## config.mk

```make
export PLATFORM = sky130hd
export DESIGN_NAME = debounce_bank
export DESIGN_NICKNAME = d
export VERILOG_FILES = /design/src/rtl/debounce_bank.sv
export SDC_FILE = /design/constraint.sdc
export NUM_CORES = 1
export LEC_CHECK = 0
export ABC_AREA = 1
export CAP_MARGIN = 20
export CORE_ASPECT_RATIO = 1.75
export CORE_MARGIN = 2
export CORE_UTILIZATION = 25
export DETAILED_ROUTE_END_ITERATION = 7
export MAX_ROUTING_LAYER = met4
export PLACE_DENSITY_LB_ADDON = 0.05
export SYNTH_ARGS = -nofsm -noshare
export SYNTH_HDL_FRONTEND = slang
export SYNTH_SLANG_ARGS = --single-unit
```

## constraint.sdc

```tcl
create_clock -name Clk -period 2.14 [get_ports Clk]
set_input_delay 0.642 -clock Clk [delete_from_list [all_inputs] [get_ports Clk]]
set_output_delay 0.642 -clock Clk [all_outputs]
set_load 0.01 [all_outputs]
```

## src/rtl/debounce_bank.sv

```systemverilog
// Multi-channel switch debouncer: two-flop sync, stability counter, press/release pulses.
// Optional auto-repeat of Press while a key is held is enabled by defining DEBOUNCE_REPEAT_EN.
module debounce_bank #(
  parameter int CHANNELS     = 4,
  parameter int CNT_W        = 15,
  parameter int ACTIVE_LOW   = 1,
  parameter int RPT_W        = 24,
  parameter int REPEAT_DELAY = 12000000,
  parameter int REPEAT_RATE  = 3000000
) (
  input  logic                Clk,
  input  logic                Reset,
  input  logic                Tick,
  input  logic [CHANNELS-1:0] Sw,
  output logic [CHANNELS-1:0] SwState,
  output logic [CHANNELS-1:0] Press,
  output logic [CHANNELS-1:0] Release,
  output logic                AnyEvent
);

  localparam logic [CHANNELS-1:0] IDLE_LEVEL = (ACTIVE_LOW != 0) ? '1 : '0;
  localparam logic [CNT_W-1:0]    CNT_MAX    = '1;

  logic [CHANNELS-1:0] sync1_q, sync2_q, raw;
  logic [CHANNELS-1:0] sw_state_q, sw_state_d;
  logic [CHANNELS-1:0] press_q, press_d;
  logic [CHANNELS-1:0] release_q, release_d;
  logic [CNT_W-1:0]    cnt_q [CHANNELS];
  logic [CNT_W-1:0]    cnt_d [CHANNELS];
  logic [CHANNELS-1:0] rpt_fire;

  // Any sample that agrees with the debounced level restarts the stability interval.
  always_comb begin
    raw        = (ACTIVE_LOW != 0) ? ~sync2_q : sync2_q;
    sw_state_d = sw_state_q;
    for (int i = 0; i < CHANNELS; i++) begin
      cnt_d[i] = cnt_q[i];
      if (raw[i] == sw_state_q[i]) begin
        cnt_d[i] = '0;
      end else if (Tick) begin
        if (cnt_q[i] == CNT_MAX) begin
          sw_state_d[i] = raw[i];
          cnt_d[i]      = '0;
        end else begin
          cnt_d[i] = cnt_q[i] + 1'b1;
        end
      end
    end
    press_d   = (~sw_state_q & sw_state_d) | rpt_fire;
    release_d = sw_state_q & ~sw_state_d;
  end

  always_ff @(posedge Clk) begin
    if (Reset) begin
      sync1_q    <= IDLE_LEVEL;
      sync2_q    <= IDLE_LEVEL;
      sw_state_q <= '0;
      press_q    <= '0;
      release_q  <= '0;
      for (int i = 0; i < CHANNELS; i++) cnt_q[i] <= '0;
    end else begin
      sync1_q    <= Sw;
      sync2_q    <= sync1_q;
      sw_state_q <= sw_state_d;
      press_q    <= press_d;
      release_q  <= release_d;
      for (int i = 0; i < CHANNELS; i++) cnt_q[i] <= cnt_d[i];
    end
  end

`ifdef DEBOUNCE_REPEAT_EN
  localparam logic [RPT_W-1:0] DELAY_LAST = RPT_W'(REPEAT_DELAY - 1);
  localparam logic [RPT_W-1:0] RATE_LAST  = RPT_W'(REPEAT_RATE - 1);

  logic [RPT_W-1:0]    rpt_cnt_q [CHANNELS];
  logic [RPT_W-1:0]    rpt_cnt_d [CHANNELS];
  logic [CHANNELS-1:0] rpt_seen_q, rpt_seen_d;

  // A repeat is suppressed on the edge the key releases, so release never trails a Press.
  always_comb begin
    rpt_fire   = '0;
    rpt_seen_d = rpt_seen_q;
    for (int i = 0; i < CHANNELS; i++) begin
      rpt_cnt_d[i] = rpt_cnt_q[i];
      if (!sw_state_q[i] || !sw_state_d[i]) begin
        rpt_cnt_d[i]  = '0;
        rpt_seen_d[i] = 1'b0;
      end else if (Tick) begin
        if (rpt_cnt_q[i] == (rpt_seen_q[i] ? RATE_LAST : DELAY_LAST)) begin
          rpt_fire[i]   = 1'b1;
          rpt_cnt_d[i]  = '0;
          rpt_seen_d[i] = 1'b1;
        end else begin
          rpt_cnt_d[i] = rpt_cnt_q[i] + 1'b1;
        end
      end
    end
  end

  always_ff @(posedge Clk) begin
    if (Reset) begin
      rpt_seen_q <= '0;
      for (int i = 0; i < CHANNELS; i++) rpt_cnt_q[i] <= '0;
    end else begin
      rpt_seen_q <= rpt_seen_d;
      for (int i = 0; i < CHANNELS; i++) rpt_cnt_q[i] <= rpt_cnt_d[i];
    end
  end
`else
  logic unused_cfg;
  assign unused_cfg = ^{RPT_W, REPEAT_DELAY, REPEAT_RATE};
  assign rpt_fire   = '0;
`endif

  assign SwState  = sw_state_q;
  assign Press    = press_q;
  assign Release  = release_q;
  assign AnyEvent = |(press_q | release_q);

endmodule

```

==> flow_summary.ini <==
[status]
outcome = completed

[logic_synthesis]
ys_top_cells_by_count = 122 x nand2_1, 108 x nor2_1, 80 x dfxtp_1
synth-seq-cells = 80
synth_edf_count = 0
synthDistinctLibCells = 33
synth_top_area_frac = 0.4258
syn_area_sq_um = 3761
yosys_warnings = 0
syn-num-nets = 534
ys.flop_type = dfxtp_1
synth.most_common_cell = nand2_1
ys_async_sr_fraction = 0
postSynthCellCount = 523
synth_top_cell_by_area = dfxtp_1
ys_top_cells_by_area = dfxtp_1 43%, nand2_1 12%, nor2_1 11%
yosysSeqAreaShare = 0.4258
syn_avg_cell_area_sq_um = 7.191

[critical_path]
crit_fanout = 2
critPathBufInv = 1
critPathMaxStageDelay_ps = 340
crit_family = simple AND/OR/NAND/NOR gates
crit_type = flip-flop to output port
cp-end-kind = output port
crit_chain = nor4_2, nand2_1, dlygate4sd2_1
required_ps = 1500
crit_slowest_cell = dfxtp_1
crit_arrival_ps = 1380
start_kind = flip-flop

[finish]
drive_gt1_frac = 0.1426
multiInputGateArea_sq_um = 1872
regArea_sq_um = 1602
antenna_cells = 0
final_area_sq_um = 4742
nets = 595
fill_cells = 1641
area_growth_pct = 26.08

[placement]
dp_hpwl_mm = 7.262
gp_congestion = 0.8099
place_ws_ps = -184.9
dpl-instance-area_sq_um = 4415
portBuffers = 19

[floorplanning]
die_area_sq_um = 16080
initial_core_util = 0.2547
num_rows = 59
coreArea_sq_um = 14760
die_w_um = 96.72
die_h_um = 166.3
ios = 20

[grt]
antenna_found_initial = 0
grt_max_degree = 15
grt_overflow = 0
grt_pass1_vias = 3344
grt_usage = 0.1249
grt_pass1_wl_mm = 15.77

[timing]
final-hold-violation-count = 0
grt_setup_unrepaired = no
setup_tns_ps = 0
fin_worst_skew_ps = 5.758
setup_ws_ps = 115.0
fin_crit_sh = 0.9463
setup_viol = 0
tightest_slew_ps = 368.3
fin_crit_ps = 2025
slew_viol_final = 0
fmaxAchievable_mhz = 493.8
slew_headroom = 0.7540

[cts]
htree_num_levels = 3
clk_latency_ps = 330
cts-hold-fix-buffers = 0
clk_pin_slew_ps = 70
clock_path_buffers = 2
clock_sinks = 80
cts_tree = yes
cts_buffers = 9
clock-root-buffer = clkbuf_16

[route]
routed_wirelength_mm = 9.275
viasPerCell = 4.251
firstDrtPassIters = 6
drt_iter0_drc = 47
drtAntennaViolNets = 0
vias = 3282
routedWlPerCell_um = 12.01
drc = 0

[power]
p_per_area_nw_per_um2 = 693.4
power.leakage_nw = 1.863
total_power_mw = 3.288
peakVddDrop_mv = 0.4489

[min_path]
hold_path.class = flip-flop to flip-flop

[run]
maxCapViolCount = 0
==> through the flow <==
stage               utilization  std cells  hold WS, ps
floorplan                     -        523        389.5
global placement         0.2991        756        392.7
detailed placement       0.2991        756        395.4
CTS                      0.3212        772        409.6
global route             0.3212        772        427.5
finish                   0.3212        772        402.3
==> flip-flops by register name, summed over array words and instances (netlist names) <==
register,cells
sync2_q,4
cnt_q,60
SwState,4
Release,4
sync1_q,4
Press,4
==> what timing repair did <==
item / 4_1_cts / 5_1_grt
endpoints found under the hold margin: 0 / 0
setup endpoints to repair: 1 / 0
setup buffers: 0 / 0
gates resized for setup: 2 / 0
==> kinds of logic after synthesis <==
kind of cell,Yosys count,share of synthesized area
compound gates,25,0.04391
xor+xnor,25,0.05822
fa+ha+maj,4,0.01331
buf+inv,75,0.07818
flops,80,0.4258
mux,1,0.002661
simple gates,313,0.3779
==> layout make-up <==
cell class / instances / share of cell area
Clock buffer: 10 / 0.04829
Clock inverter: 6 / 0.01953
Inverter: 71 / 0.05620
Multi-Input combinational cell: 368 / 0.3947
Sequential cell: 80 / 0.3377
Tap cell: 183 / 0.04829
Timing Repair Buffer: 54 / 0.09525
==> cell usage in the layout, fill, tap and decap left out, types with 2 or more instances in the layout <==
| cell type | count |
|---|---|
| a21o_1 | 2 |
| a21oi_1 | 10 |
| buf_4 | 35 |
| bufinv_16 | 2 |
| clkbuf_16 | 9 |
| clkdlybuf4s50_1 | 18 |
| clkinvlp_4 | 2 |
| dfxtp_1 | 80 |
| ha_1 | 4 |
| inv_1 | 71 |
| nand2_1 | 122 |
| nand2_4 | 2 |
| nand3_1 | 24 |
| nand3b_1 | 4 |
| nand4_1 | 13 |
| nor2_1 | 108 |
| nor2_2 | 6 |
| nor2_4 | 6 |
| nor3_1 | 9 |
| nor3_2 | 2 |
| o21ai_0 | 3 |
| o21bai_1 | 6 |
| o22ai_1 | 2 |
| or2_2 | 11 |
| xnor2_1 | 11 |
| xor2_1 | 14 |
==> routing by layer <==
layer / share of wire / vias to the layer above / track usage
met4: 0.015 / 0 / 0.04225
met5: 0 / - / -
met2: 0.55 / 29 / 0.2337
met3: 0.024 / 9 / 0.02694
li1: - / 1743 / -
met1: 0.41 / 1501 / 0.1267
==> path summary, 6_finish.rpt <==
check | slack, ps | cells past startpoint | end | startpoint
hold / removal | 400 | 1 | sync2_q[0] | sync1_q[0]
setup reg to reg | 610 | 5 | cnt_q[3][5] | cnt_q[3][6]
hold reg to reg | 400 | 1 | sync2_q[0] | sync1_q[0]
setup / recovery | 120 | 3 | AnyEvent | Press[1]
==> where the power goes <==
| group | leakage [nW] | switching (mW) | total, mW | internal (mW) |
|---|---|---|---|---|
| logic | 1.07 | 0.0463 | 0.0877 | 0.0414 |
| registers | 0.646 | 0.00479 | 1.50 | 1.50 |
| clock network | 0.149 | 0.669 | 1.70 | 1.03 |
==> worst reg2reg max path: cells and delay by family (launching register included) <==
| family | cells | cell delay, ps |
|---|---|---|
| AO/OA/AOI/OAI | 1 | 360 |
| flip-flops | 1 | 390 |
| AND/OR/NAND/NOR | 4 | 670 |
Note: power is estimated with default switching activity, not from simulation.
